**config.mk**
```make
export PLATFORM = sky130hd
export DESIGN_NAME = float_to_int_flat
export DESIGN_NICKNAME = d
export VERILOG_FILES = /design/src/rtl/float_to_int_if.sv /design/src/rtl/float_to_int.sv /design/src/flat_wrapper.sv
export SDC_FILE = /design/constraint.sdc
export NUM_CORES = 1
export LEC_CHECK = 0
export BUFFER_PORTS_ARGS = -buffer_cell sky130_fd_sc_hd__buf_2
export CELL_PAD_IN_SITES_DETAIL_PLACEMENT = 0
export CELL_PAD_IN_SITES_GLOBAL_PLACEMENT = 1
export CORE_ASPECT_RATIO = 0.7
export CORE_UTILIZATION = 47
export CTS_BUF_LIST = sky130_fd_sc_hd__clkbuf_4 sky130_fd_sc_hd__clkbuf_8 sky130_fd_sc_hd__clkbuf_16
export DETAILED_ROUTE_END_ITERATION = 12
export PLACE_DENSITY_LB_ADDON = 0.15
export SYNTH_ARGS = -nofsm -noshare
export SYNTH_HDL_FRONTEND = slang
export SYNTH_SLANG_ARGS = --single-unit
```
**constraint.sdc**
```tcl
create_clock -name clk -period 8 [get_ports clk]
set_clock_uncertainty 0.2 [all_clocks]
set_input_delay 0.4 -clock clk [delete_from_list [all_inputs] [get_ports clk]]
set_output_delay 0.4 -clock clk [all_outputs]
set_load 0.02 [all_outputs]
```
**src/rtl/float_to_int_if.sv**
```systemverilog
// Handshake and data bundle between float_to_int and its requester.
// The requester drives start/floatIn; the converter answers with busy/done/OV/intOut.
interface float_to_int_if;
  logic        start;
  logic [31:0] floatIn;
  logic        busy;
  logic        done;
  logic        OV;
  logic [31:0] intOut;

  modport master (output start, floatIn, input busy, done, OV, intOut);
  modport slave  (input start, floatIn, output busy, done, OV, intOut);
endinterface

```
**src/rtl/float_to_int.sv**
```systemverilog
// Sequential IEEE-754 single-precision to signed 32-bit integer converter.
// The significand is aligned one bit per cycle; results saturate on Inf/NaN/overflow.
module float_to_int (
  input logic           clk,
  input logic           rst,
  float_to_int_if.slave bus
);

  typedef enum logic [1:0] {IDLE, CLASSIFY, SHIFT, FINISH} stateT;

  stateT       state;
  stateT       nextState;

  logic        signReg;
  logic [7:0]  expReg;
  logic [22:0] mantReg;
  logic [31:0] shiftReg;
  logic [4:0]  count;
  logic        shiftLeft;
  logic        useSpecial;
  logic [31:0] specialVal;
  logic        specialOv;
  logic [31:0] intReg;
  logic        ovReg;
  logic        doneReg;

  logic        isSmall;
  logic        isHuge;
  logic        isAligned;

  assign isSmall   = (expReg < 8'd127);
  assign isHuge    = (expReg >= 8'd158);
  assign isAligned = (expReg == 8'd150);

  // State register
  always_ff @(posedge clk) begin
    if (rst) state <= IDLE;
    else     state <= nextState;
  end

  // Next-state logic: everything not needing alignment skips SHIFT
  always_comb begin
    nextState = state;
    case (state)
      IDLE:     if (bus.start) nextState = CLASSIFY;
      CLASSIFY: nextState = (isSmall || isHuge || isAligned) ? FINISH : SHIFT;
      SHIFT:    if (count == 5'd1) nextState = FINISH;
      FINISH:   nextState = IDLE;
      default:  nextState = IDLE;
    endcase
  end

  // Output logic
  always_comb begin
    bus.busy   = (state != IDLE);
    bus.done   = doneReg;
    bus.OV     = ovReg;
    bus.intOut = intReg;
  end

  // Datapath: operand capture, classification, alignment and result registration
  always_ff @(posedge clk) begin
    if (rst) begin
      signReg    <= 1'b0;
      expReg     <= 8'd0;
      mantReg    <= 23'd0;
      shiftReg   <= 32'd0;
      count      <= 5'd0;
      shiftLeft  <= 1'b0;
      useSpecial <= 1'b0;
      specialVal <= 32'd0;
      specialOv  <= 1'b0;
      intReg     <= 32'd0;
      ovReg      <= 1'b0;
      doneReg    <= 1'b0;
    end else begin
      doneReg <= 1'b0;
      case (state)
        IDLE: begin
          if (bus.start) begin
            signReg <= bus.floatIn[31];
            expReg  <= bus.floatIn[30:23];
            mantReg <= bus.floatIn[22:0];
          end
        end
        CLASSIFY: begin
          shiftReg   <= {8'b0, 1'b1, mantReg};
          useSpecial <= 1'b0;
          specialVal <= 32'd0;
          specialOv  <= 1'b0;
          count      <= 5'd0;
          shiftLeft  <= 1'b0;
          if (isSmall) begin
            useSpecial <= 1'b1;
          end else if (expReg == 8'd158 && signReg && mantReg == 23'd0) begin
            // -2^31 is the one value at this exponent that still fits
            useSpecial <= 1'b1;
            specialVal <= 32'h8000_0000;
          end else if (isHuge) begin
            useSpecial <= 1'b1;
            specialOv  <= 1'b1;
            specialVal <= signReg ? 32'h8000_0000 : 32'h7FFF_FFFF;
          end else if (expReg < 8'd150) begin
            count <= 5'(8'd150 - expReg);
          end else begin
            shiftLeft <= 1'b1;
            count     <= 5'(expReg - 8'd150);
          end
        end
        SHIFT: begin
          shiftReg <= shiftLeft ? (shiftReg << 1) : (shiftReg >> 1);
          count    <= count - 5'd1;
        end
        FINISH: begin
          if (useSpecial)   intReg <= specialVal;
          else if (signReg) intReg <= ~shiftReg + 32'd1;
          else              intReg <= shiftReg;
          ovReg   <= specialOv;
          doneReg <= 1'b1;
        end
        default: ;
      endcase
    end
  end

endmodule

```
**src/flat_wrapper.sv**
```systemverilog
// flat-port wrapper written by rule: the top's interface ports become plain ports
module float_to_int_flat 
  (clk, rst, bus_start, bus_floatIn, bus_busy, bus_done, bus_OV, bus_intOut);
  float_to_int_if bus_i ();
  input logic clk;
  input logic rst;
  input wire logic [$bits(bus_i.start)-1:0] bus_start;
  input wire logic [$bits(bus_i.floatIn)-1:0] bus_floatIn;
  output wire logic [$bits(bus_i.busy)-1:0] bus_busy;
  output wire logic [$bits(bus_i.done)-1:0] bus_done;
  output wire logic [$bits(bus_i.OV)-1:0] bus_OV;
  output wire logic [$bits(bus_i.intOut)-1:0] bus_intOut;
  assign bus_i.start = bus_start;
  assign bus_i.floatIn = bus_floatIn;
  assign bus_busy = bus_i.busy;
  assign bus_done = bus_i.done;
  assign bus_OV = bus_i.OV;
  assign bus_intOut = bus_i.intOut;
  float_to_int u_core (.clk(clk), .rst(rst), .bus(bus_i));
endmodule
```
# --- After elaboration in Yosys (flattened, before gate mapping) ---
# Cells that the tools add are included.
totals:
  out_inout_bits: 35
  inputBits: 35
  wordCells: 66
  ff_bits: 140
classes:
  reduce_logical: 10
  add_sub_neg: 4
  n_mux: 27
  n_eq_ne: 8
  n_bitwise: 1
  order_cmp: 3
ops:
  columns: ["op", "n"]
  rows:
  - ["32-bit 2-to-1 mux", 7]
  - ["32-bit one-hot mux with 2 select lines", 1]
  - ["32-bit by 1-bit adder with 32-bit output, second input constant", 1]
  - ["32-bit NOT", 1]
  - ["23-bit zero test", 1]
  - ["5-bit 2-to-1 mux", 4]
  - ["8-bit == test, second input constant", 2]
  - ["1-bit 2-to-1 mux", 11]
  - ["5-bit one-hot mux with 2 select lines", 1]
  - ["8-bit >= comparator, second input constant", 1]
  - ["8-bit by 7-bit less-than comparator with 1-bit output, second input constant", 1]
  - ["8-bit less-than comparator, second input constant", 1]
  - ["2-bit one-hot mux with 4 select lines", 1]
  - ["5-bit by 1-bit == test with 1-bit output, second input constant", 1]
  - ["5-bit by 1-bit subtractor with 5-bit output, second input constant", 1]
  - ["5-bit subtractor, first input constant", 1]
  - ["5-bit subtractor, second input constant", 1]
  - ["2-bit == test, second input constant", 2]
  - ["2-bit 2-to-1 mux", 2]
  - ["2-bit AND reduction", 2]
  - ["2-bit nonzero test", 2]
  - ["2-bit by 1-bit == test with 1-bit output, second input constant", 1]
  - ["1-bit logical AND", 2]
  - ["2-bit zero test", 1]
  - ["3 further kinds", 4]

# --- Logic depth before layout (Yosys ltp) ---
# Gate-level depths: netlist of run 1.
logic_depth:
  ltp_word: 6
  ltp_mapped: 8
  depth_no_buf: 7

# --- Worst setup path after synthesis of run 1 ---
# Ideal clock, no wire load.
synth_timing:
  path_kind: "reg-to-reg"
  startpoint: "register u_core.shiftReg[2]"
  endpoint: "register u_core.intReg[31], in the netlist u_core.bus.intOut[31]"
  stages_incl_launch_ff: 9
  period_less_slack_ps: 2659
  t_arrival_ps: 2368
  required_time_ps: 7709
  setup_ps: 91
  n_path_buf: 3
  setup_slack_ps: 5341
  cell_sequence: "dfxtp_1 buf_6 or4_4 buf_6 or4_4 buf_6 o41ai_4 xor2_1 a311oi_1"
synth_between:
  elab_chain_cells: 4
synth_rtl:
  columns: ["element", "line_no", "text"]
  rows:
  - ["start: declaration", "float_to_int.sv:17", "logic [31:0] shiftReg;"]
  - ["start signal: assignment", "float_to_int.sv:87", "shiftReg <= {8'b0, 1'b1, mantReg};"]
  - ["start signal: assignment", "float_to_int.sv:111", "shiftReg <= shiftLeft ? (shiftReg << 1) : (shiftReg >> 1);"]
  - ["32-bit NOT", "float_to_int.sv:116", "else if (signReg) intReg <= ~shiftReg + 32'd1;"]
  - ["32-bit by 1-bit adder with 32-bit output", "float_to_int.sv:116", null]
  - ["32-bit 2-to-1 mux", "float_to_int.sv:116", null]
  - ["32-bit 2-to-1 mux", "float_to_int.sv:115", "if (useSpecial) intReg <= specialVal;"]
  - ["end signal: assignment", "float_to_int.sv:115", null]
  - ["end signal: assignment", "float_to_int.sv:116", null]
  - ["end signal: assignment", "float_to_int.sv:117", "else intReg <= shiftReg;"]
  - ["end: declaration", "float_to_int.sv:23", "logic [31:0] intReg;"]
# Every way passes these cells.
# A chain may end at the register's enable or synchronous reset.

# --- Worst setup path after layout of run 1 ---
layout_timing:
  startpoint: "register u_core.shiftReg[12]"
  endpoint: "register u_core.intReg[30], in the netlist u_core.bus.intOut[30]"
# The elaborated chain is that of the path after synthesis.

==> parameters.txt, run 1 <==
Parameter                              Value

Outcome
  Result of the run ... complete, no violations

STA
  Finish-stage setup viols ... 0
  Achievable frequency ... 0.351 GHz
  Clock period minus worst slack ... 2.85 ns
  Measured slew at the worst slew-check pin ... 1.08 ns
  Setup slack of the critical path after layout ... 5.15 ns
  Relative slew margins ... 28.1%
  Setup repair after global routing missed its margin ... false
  Slew Viols, Final ... 0
  Aggregate negative setup slack ... 0 ns
  Ratio of final minimum period to clock period ... 35.6%
  Final number of hold-violating endpoints ... 0

Worst setup path
  Critical path buffer and inverter count ... 0
  Worst Setup End Kind ... register
  Worst path required time ... 8.04 ns
  Critical path type ... reg -> reg
  Capturing point of the worst reg2reg path ... u_core.bus.intOut[30]
  Crit path DAT ... 2.90 ns
  Master of the slowest instance on the critical path ... sky130_fd_sc_hd__nor4_1
  CP top delay family ... simple AND/OR/NAND/NOR gates
  Depth of the most critical reg-to-reg path ... 5
  Worst reg2reg path startpoint ... u_core.shiftReg[12]
  Worst reg2reg setup slack ... 5.15 ns
  Critical Path, Cell by Cell ... nor4_1, nand4b_1, nor3_1, mux2i_1, nor2_1
  Peak fanout along the critical path ... 8
  Worst setup SP type ... register
  Largest stage delay on the critical path ... 0.68 ns

Synthesis
  Area share of the largest cell type after synthesis ... 37.5%
  Share of synthesized area occupied by flip-flops and latches ... 37.5%
  Average cell area after synthesis ... 7.98 µm²
  Synth Flop Type ... sky130_fd_sc_hd__dfxtp_1
  Synth Net Count ... 783
  #FFs+latches synth ... 110
  Share of flip-flops with an asynchronous set or reset ... 0%
  Number of distinct library cells after synthesis ... 59
  Synthesized area ... 5870 µm²
  Count of yosys warnings during synthesis ... 0
  Synth top area cells ... sky130_fd_sc_hd__dfxtp_1 (38%), sky130_fd_sc_hd__mux2i_1 (11%), sky130_fd_sc_hd__a21oi_1 (7.3%)
  Count of mapped cells out of synthesis ... 735
  Number of enable flip-flop cells after synthesis ... 0
  Library cell with the largest summed area after synthesis ... sky130_fd_sc_hd__dfxtp_1

Cells and area
  Finished layout cell area ... 6490 µm²
  Net count reported at finish ... 813
  Top library cells by usage in the layout, fill and taps aside ... sky130_fd_sc_hd__nand2_1 (113), sky130_fd_sc_hd__dfxtp_1 (110), sky130_fd_sc_hd__nor2_1 (95)
  Number of diodes added for antenna fixing ... 0
  Area growth from synthesis to final layout ... 10.6%
  Share of post-route cells with drive strength above 1 ... 14.0%
  Most common cell after layout, fill and taps aside ... sky130_fd_sc_hd__nand2_1

Clocking
  Number of buffers inserted by post-CTS setup repair ... 0
  Total CTS buffers ... 9
  Worst skew pair latency ... 0.35 ns
  # H-tree levels ... 3
  Number of gates resized after CTS ... 0
  TritonCTS clock tree ... built
  Clock transition at path regs ... 0.07 ns
  Library cell used as clock root buffer ... sky130_fd_sc_hd__clkbuf_16
  Largest buffer count on any clock path ... 2
  Sink Count ... 110
  Count of hold buffers inserted by post-cts repair ... 0

Placement
  GP Congestion ... 0.846
  Worst Setup Slack post-DPL ... 5.27 ns
  Placed cell area ... 6210 µm²
  Buffers on Ports ... 69
  Total half-perimeter wirelength after legalization and detailed placement ... 10900 µm

Power
  Leakage power total ... 2.54 nW
  Areal power density over the cells ... 350 nW/µm²
  Peak supply drop ... 335 µV
  Power consumption ... 2.27 mW

Die
  Effective utilization at floorplan ... 49.2%
  Area of the die ... 12900 µm²
  Die width ... 136 µm
  Count of boundary I/O pins ... 70
  Cell row count ... 33
  Placeable core region ... 11900 µm²
  Vertical die dimension ... 95.5 µm

Global route
  Antenna violations before repair ... 0
  Maximum number of pins on one net before global-route repair ... 70
  Number of global-route vias before repair ... 5079
  Final global-route overflow total ... 0
  Global-route wire length before repair ... 25400 µm
  GR Util All Layers ... 25.0%

Route
  Via Count ... 5294
  Final routed wire length divided by cell count ... 16.5 µm
  Number of nets with antenna violations after detailed routing ... 0
  Iteration count of the initial detailed-routing pass ... 4
  Wirelength, routed ... 15300 µm
  Routed vias/inst ... 5.71
  DR DRC count ... 0
  First DRT Iteration DRCs ... 286

Min path
  Hold worst-path end ... u_core.mantReg[17]
  Worst min-delay path class ... in -> reg
  Instance count along the most critical hold path ... 3
  Hold path startpoint ... bus_floatIn[17]

Job
  Max_cap viols ... 0
synth_stat cells (5+ instances only):
| master | n |
|---|---|
| sky130_fd_sc_hd__a21oi_1 | 85 |
| sky130_fd_sc_hd__a2bb2oi_1 | 5 |
| sky130_fd_sc_hd__buf_1 | 13 |
| sky130_fd_sc_hd__clkbuf_1 | 38 |
| sky130_fd_sc_hd__dfxtp_1 | 110 |
| sky130_fd_sc_hd__ha_1 | 13 |
| sky130_fd_sc_hd__inv_1 | 15 |
| sky130_fd_sc_hd__mux2i_1 | 63 |
| sky130_fd_sc_hd__nand2_1 | 113 |
| sky130_fd_sc_hd__nand3_1 | 8 |
| sky130_fd_sc_hd__nor2_1 | 95 |
| sky130_fd_sc_hd__nor3_1 | 14 |
| sky130_fd_sc_hd__nor4_1 | 10 |
| sky130_fd_sc_hd__o211ai_1 | 6 |
| sky130_fd_sc_hd__o21ai_0 | 29 |
| sky130_fd_sc_hd__o31ai_1 | 8 |
| sky130_fd_sc_hd__or3_1 | 8 |
| sky130_fd_sc_hd__or4_1 | 6 |
| sky130_fd_sc_hd__xnor2_1 | 10 |
| sky130_fd_sc_hd__xor2_1 | 12 |
cell type report:
cell class / count / area (µm²)
fillers: 1192 / 5440
multi-input cells: 552 / 3360
flip-flops and latches: 110 / 2200
repair buffers: 76 / 398
clock buffers: 12 / 254
well taps: 157 / 196
inverters: 16 / 60.1
clock inverters: 4 / 22.5
metrics by stage:
step                      instances  hold WS, ns  utilization [%]
after detailed placement        911        0.241             52.1
after floorplan                 735        0.244                -
after global placement          911        0.234             52.1
after CTS                       927       0.0786             54.4
final                           927       0.0825             54.4
after global routing            927       0.0824             54.4
registers in the layout, summed over array words and instances, names as in the netlist:
name,count
u_core.bus.intOut,32
u_core.shiftReg,32
u_core.mantReg,23
u_core.expReg,8
u_core.count,5
u_core.specialVal,2
u_core.state,2
u_core.bus.OV,1
u_core.bus.done,1
u_core.shiftLeft,1
u_core.signReg,1
u_core.specialOv,1
u_core.useSpecial,1
routing by layer:
layer	up-vias	wire (µm)	GRT usage, %
li1	2631	-	-
met1	2528	7690	34.5
met2	114	6800	40.4
met3	21	623	4.41
met4	0	204	6.27
met5	-	0	0
worst min-delay path: stages:
cell,delay [ns]
sky130_fd_sc_hd__buf_2,0.09
sky130_fd_sc_hd__nand2_1,0.05
sky130_fd_sc_hd__a21oi_1,0.05
power breakdown:
| group | internal [mW] | switching, mW |
|---|---|---|
| logic | 0.401 | 0.664 |
| clock network | 0.225 | 0.198 |
| registers | 0.651 | 0.135 |
| total | 1.28 | 0.997 |
logic make-up (layout without fill, tap and decap cells):
| logic type | Yosys count | count (layout) | synth area share, % |
|---|---|---|---|
| buf+inv | 73 | 108 | 5.22 |
| fa+ha+maj | 13 | 13 | 2.77 |
| xor+xnor | 22 | 22 | 3.28 |
| mux | 64 | 64 | 10.9 |
| compound gates | 174 | 174 | 18.8 |
| simple gates | 279 | 279 | 21.4 |
| flops | 110 | 110 | 37.5 |
how the worst max path moves through the flow:
stage                   startpoint               endpoint  slack [ns]  depth (start not counted)
6_report       u_core.shiftReg[12]  u_core.bus.intOut[30]        5.15                          5
5_1_grt        u_core.shiftReg[12]  u_core.bus.intOut[30]        5.09                          5
4_1_cts        u_core.shiftReg[12]  u_core.bus.intOut[30]        5.26                          5
3_5_place_dp                   rst  u_core.bus.intOut[24]        5.27                          6
3_3_place_gp    u_core.shiftReg[2]  u_core.bus.intOut[30]        5.33                          5
2_1_floorplan   u_core.shiftReg[2]  u_core.bus.intOut[31]        5.34                          8
(Power assumes the default switching activity.)
==> run 2, diff against run 1 <==
--- a/config.mk
+++ b/config.mk
@@ -9,7 +9,7 @@
 export CELL_PAD_IN_SITES_DETAIL_PLACEMENT = 0
 export CELL_PAD_IN_SITES_GLOBAL_PLACEMENT = 1
 export CORE_ASPECT_RATIO = 0.7
-export CORE_UTILIZATION = 47
+export CORE_UTILIZATION = 39
 export CTS_BUF_LIST = sky130_fd_sc_hd__clkbuf_4 sky130_fd_sc_hd__clkbuf_8 sky130_fd_sc_hd__clkbuf_16
 export DETAILED_ROUTE_END_ITERATION = 12
 export PLACE_DENSITY_LB_ADDON = 0.15
==> constraint.sdc (replaced) <==
create_clock -name clk -period 2.6 [get_ports clk]
set_clock_uncertainty 0.2 [all_clocks]
set_input_delay 0.13 -clock clk [delete_from_list [all_inputs] [get_ports clk]]
set_output_delay 0.13 -clock clk [all_outputs]
set_load 0.02 [all_outputs]
==> parameters.txt, run 2 (same netlist as run 1, synthesis figures left out) <==
Parameter                              Value

Outcome
  Result of the run ... complete, no violations

Global route
  Number of global-route vias before repair ... 5484
  GR Util All Layers ... 22.2%
  Global-route wire length before repair ... 27400 µm
  Maximum number of pins on one net before global-route repair ... 50
  Final global-route overflow total ... 0
  Antenna violations before repair ... 0

Power
  Areal power density over the cells ... 1050 nW/µm²
  Leakage power total ... 2.86 nW
  Power consumption ... 7.56 mW
  Peak supply drop ... 527 µV

Cells and area
  Number of cells in the finished layout apart from fillers ... 1029
  Area growth from synthesis to final layout ... 22.4%
  Top library cells by usage in the layout, fill and taps aside ... sky130_fd_sc_hd__nand2_1 (113), sky130_fd_sc_hd__dfxtp_1 (110), sky130_fd_sc_hd__nor2_1 (95)
  Net count reported at finish ... 877
  End-of-flow core utilization ... 48.9%
  Finished layout cell area ... 7180 µm²
  Number of diodes added for antenna fixing ... 0
  Share of post-route cells with drive strength above 1 ... 16.7%
  Most common cell after layout, fill and taps aside ... sky130_fd_sc_hd__nand2_1

STA
  Setup repair after global routing missed its margin ... false
  Relative slew margins ... 34.3%
  Fin Hold WS ... 0.0728 ns
  Aggregate negative setup slack ... 0 ns
  Setup slack of the critical path after layout ... 0.107 ns
  Ratio of final minimum period to clock period ... 95.9%
  Final number of hold-violating endpoints ... 0
  Finish-stage setup viols ... 0
  Clock period minus worst slack ... 2.49 ns
  Achievable frequency ... 0.401 GHz
  Slew Viols, Final ... 0
  Measured slew at the worst slew-check pin ... 0.981 ns

Clocking
  # H-tree levels ... 3
  Number of buffers inserted by post-CTS setup repair ... 0
  Clock transition at path regs ... 0.08 ns
  Total CTS buffers ... 9
  Largest buffer count on any clock path ... 2
  TritonCTS clock tree ... built
  Worst skew pair latency ... 0.35 ns
  Sink Count ... 110
  Library cell used as clock root buffer ... sky130_fd_sc_hd__clkbuf_16

Worst setup path
  Peak fanout along the critical path ... 9
  Worst Setup End Kind ... register
  CP top delay family ... simple AND/OR/NAND/NOR gates
  Crit path DAT ... 2.59 ns
  Worst path required time ... 2.70 ns
  Critical path buffer and inverter count ... 0
  Master of the slowest instance on the critical path ... sky130_fd_sc_hd__or4_4
  Source of the critical timing path ... u_core.shiftReg[7]
  Largest stage delay on the critical path ... 0.63 ns
  Worst reg2reg path startpoint ... u_core.shiftReg[7]
  Critical path type ... reg -> reg
  Critical Path, Cell by Cell ... or4_1, or4_4, nor4_2, mux2i_1, o22a_1
  Worst setup SP type ... register

Die
  Count of boundary I/O pins ... 70
  Cell row count ... 37
  Die width ... 149 µm
  Placeable core region ... 14700 µm²
  Area of the die ... 15500 µm²
  Effective utilization at floorplan ... 40.0%
  Vertical die dimension ... 105 µm

Route
  DR DRC count ... 0
  First DRT Iteration DRCs ... 317
  Wirelength, routed ... 16600 µm
  Routed vias/inst ... 5.39
  Iteration count of the initial detailed-routing pass ... 7
  Number of nets with antenna violations after detailed routing ... 0
  Via Count ... 5544
  Final routed wire length divided by cell count ... 16.1 µm

Min path
  Hold path startpoint ... bus_start
  Worst min-delay path class ... in -> reg

Job
  Max_cap viols ... 0

Placement
  Count of placed standard cells including taps ... 980
  Worst Setup Slack post-DPL ... 0.145 ns
  Placed cell area ... 6520 µm²
  Buffers on Ports ... 69
  Total half-perimeter wirelength after legalization and detailed placement ... 11900 µm
  GP Congestion ... 0.857
==> run 2: cell type report <==
type | instances | area, µm²
Tap cell | 195 | 244
Clock inverter | 7 | 105
Inverter | 16 | 60.1
Multi-Input combinational cell | 552 | 3360
Clock buffer | 9 | 225
Sequential cell | 110 | 2200
Timing Repair Buffer | 140 | 986
Fill cell | 1432 | 7490
==> run 2: repair_timing <==
action | 4_1_cts | 5_1_grt
hold endpoints to repair | 34 | 0
hold buffers | 33 | 0
gates resized for setup | 0 | 0
setup endpoints to repair | 0 | 0
==> run 2: worst min-delay path, cell delays in order <==
cell,delay [ns]
sky130_fd_sc_hd__buf_2,0.11
sky130_fd_sc_hd__a2bb2oi_1,0.15
sky130_fd_sc_hd__mux2i_1,0.12
sky130_fd_sc_hd__nor2_1,0.08
==> run 2: worst paths after layout <==
path	end	slack, ns	cells past startpoint
hold / removal	u_core.state[1]	0.07	4
hold reg to reg	u_core.bus.intOut[5]	0.23	2
setup reg to reg	u_core.bus.intOut[28]	0.11	5
setup / recovery	u_core.bus.intOut[28]	0.11	5
==> run 2: where the power goes <==
group | switching, mW | internal [mW]
Sequential | 0.313 | 2.00
Combinational | 2.22 | 1.51
Clock | 0.663 | 0.859
==> run 2: layer usage <==
metal | GRT usage [%] | part of all wire (%) | vias up
met5 | 0 | 0 | -
met4 | 4.64 | 0.67 | 0
met3 | 3.67 | 3.5 | 13
met2 | 37.0 | 47 | 91
met1 | 30.0 | 49 | 2681
li1 | - | - | 2759
==> run 3, diff against run 2 <==
--- a/config.mk
+++ b/config.mk
@@ -9,6 +9,7 @@
 export CELL_PAD_IN_SITES_DETAIL_PLACEMENT = 0
 export CELL_PAD_IN_SITES_GLOBAL_PLACEMENT = 1
 export CORE_ASPECT_RATIO = 0.7
+export CORE_MARGIN = 2
 export CORE_UTILIZATION = 39
 export CTS_BUF_LIST = sky130_fd_sc_hd__clkbuf_4 sky130_fd_sc_hd__clkbuf_8 sky130_fd_sc_hd__clkbuf_16
 export DETAILED_ROUTE_END_ITERATION = 12
==> parameters.txt, run 3 (same netlist as run 1, synthesis figures left out) <==
Parameter                              Value

Outcome
  Result of the run ... complete, no violations

Global route
  Global-route wire length before repair ... 27500 µm
  Global-route met2 utilization ... 34.5%
  Antenna violations before repair ... 0
  GRT Max-Usage Layer ... met2
  Number of global-route vias before repair ... 5334
  GR Util All Layers ... 21.4%
  Met1 usage in global routing ... 30.5%
  Final global-route overflow total ... 0
  Maximum number of pins on one net before global-route repair ... 50
  Grt met3 use ... 3.45%

Die
  Cell row count ... 37
  Vertical die dimension ... 107 µm
  Area of the die ... 16100 µm²
  Placeable core region ... 14700 µm²
  Effective utilization at floorplan ... 39.9%
  Count of boundary I/O pins ... 70
  Die width ... 151 µm

STA
  Ratio of final minimum period to clock period ... 96.6%
  Relative slew margins ... 31.4%
  Aggregate negative setup slack ... 0 ns
  Measured slew at the worst slew-check pin ... 1.03 ns
  Fin Hold WS ... 0.0730 ns
  Setup repair after global routing missed its margin ... false
  Finish-stage setup viols ... 0
  Slew Viols, Final ... 0
  Clock period minus worst slack ... 2.51 ns
  Final number of hold-violating endpoints ... 0
  Achievable frequency ... 0.398 GHz

Worst setup path
  Critical path type ... reg -> reg
  Worst Setup End Kind ... register
  Capturing point of the worst reg2reg path ... u_core.bus.intOut[21]
  Worst reg2reg path startpoint ... u_core.shiftReg[2]
  Worst setup SP type ... register
  Peak fanout along the critical path ... 10
  Depth of the most critical reg-to-reg path ... 5
  Source of the critical timing path ... u_core.shiftReg[2]
  Worst reg2reg setup slack ... 0.09 ns
  Worst path required time ... 2.64 ns
  Crit path DAT ... 2.56 ns

Min path
  Hold path startpoint ... bus_start
  Hold worst-path end ... u_core.state[1]
  Worst min-delay path class ... in -> reg
  Instance count along the most critical hold path ... 4

Power
  Power consumption ... 7.42 mW
  Leakage power total ... 2.85 nW
  Areal power density over the cells ... 1040 nW/µm²
  Peak supply drop ... 560 µV

Clocking
  # H-tree levels ... 3
  Total CTS buffers ... 9
  Largest buffer count on any clock path ... 2
  TritonCTS clock tree ... built
  Clock transition at path regs ... 0.08 ns
  Library cell used as clock root buffer ... sky130_fd_sc_hd__clkbuf_16
  Worst skew pair latency ... 0.35 ns
  Sink Count ... 110
  Number of buffers inserted by post-CTS setup repair ... 0

Placement
  Total half-perimeter wirelength after legalization and detailed placement ... 12100 µm
  GP Congestion ... 0.807
  Buffers on Ports ... 69

Route
  First DRT Iteration DRCs ... 401
  Iteration count of the initial detailed-routing pass ... 5
  Routed vias/inst ... 5.33
  Wirelength, routed ... 16800 µm
  Number of nets with antenna violations after detailed routing ... 0
  Final routed wire length divided by cell count ... 16.3 µm
  DR DRC count ... 0
  Via Count ... 5494

Cells and area
  Top library cells by usage in the layout, fill and taps aside ... sky130_fd_sc_hd__nand2_1 (113), sky130_fd_sc_hd__dfxtp_1 (110), sky130_fd_sc_hd__nor2_1 (95)
  Most common cell after layout, fill and taps aside ... sky130_fd_sc_hd__nand2_1
  Area growth from synthesis to final layout ... 21.8%
  Share of post-route cells with drive strength above 1 ... 16.8%
  Number of diodes added for antenna fixing ... 0
  Net count reported at finish ... 878

Job
  Max_cap viols ... 0
==> run 3: changes by cell type in the layout (fill, tap and decap cells not counted), sizes merged <==
cell      change
clkinv        +1
buf           +1
bufinv        -2
inv           +2
clkinvlp      -1
==> run 3: critical path: stages, from the launching register on <==
cell and delay [ns]:
sky130_fd_sc_hd__dfxtp_1 0.32, sky130_fd_sc_hd__or4_4 0.59, sky130_fd_sc_hd__or4_4 0.66, sky130_fd_sc_hd__nor3_1 0.28, sky130_fd_sc_hd__nor3_1 0.08, sky130_fd_sc_hd__a311o_1 0.27
==> run 3: timing repair <==
item                                   in CTS  in global routing
endpoints found under the hold margin      35                  0
hold buffers                               33                  0
resized for setup                           0                  1
setup endpoints to repair                   0                  2
==> run 3: stage by stage <==
stage	util, %	cell area [µm²]	worst slack (ns)	std cells
floorplan	-	5870	0.00605	735
global placement	44.3	6530	0.118	981
detailed placement	44.3	6530	0.106	981
CTS	48.5	7140	0.0850	1030
global route	48.6	7150	0.00565	1030
finish	48.6	7150	0.0876	1030
==> run 3: layer usage <==
metal / part of all wire (%) / vias up / routed length (µm)
met2: 45 / 83 / 7520
met5: 0 / - / 0
met1: 51 / 2640 / 8530
met3: 3.4 / 16 / 568
li1: - / 2755 / -
met4: 0.92 / 0 / 155
==> run 3: cell type report <==
class	count	area, µm²
Clock buffer	9	225
Inverter	16	60.1
Multi-Input combinational cell	552	3370
Tap cell	195	244
Clock inverter	7	56.3
Fill cell	1498	7570
Timing Repair Buffer	141	993
Sequential cell	110	2200
==> run 3: how the worst max path moves through the flow <==
stage / depth (start not counted) / slack (ns) / end
2_1_floorplan: 8 / 0.006 / u_core.bus.intOut[22]
3_3_place_gp: 5 / 0.12 / u_core.bus.intOut[22]
3_5_place_dp: 5 / 0.11 / u_core.bus.intOut[22]
4_1_cts: 5 / 0.08 / u_core.bus.intOut[22]
5_1_grt: 5 / 0.006 / u_core.bus.intOut[22]
6_report: 5 / 0.09 / u_core.bus.intOut[21]
==> run 3: power by group <==
group / internal [mW] / switching (mW)
clock: 0.668 / 0.691
combinational: 1.51 / 2.22
sequential: 2.00 / 0.329
total: 4.17 / 3.24
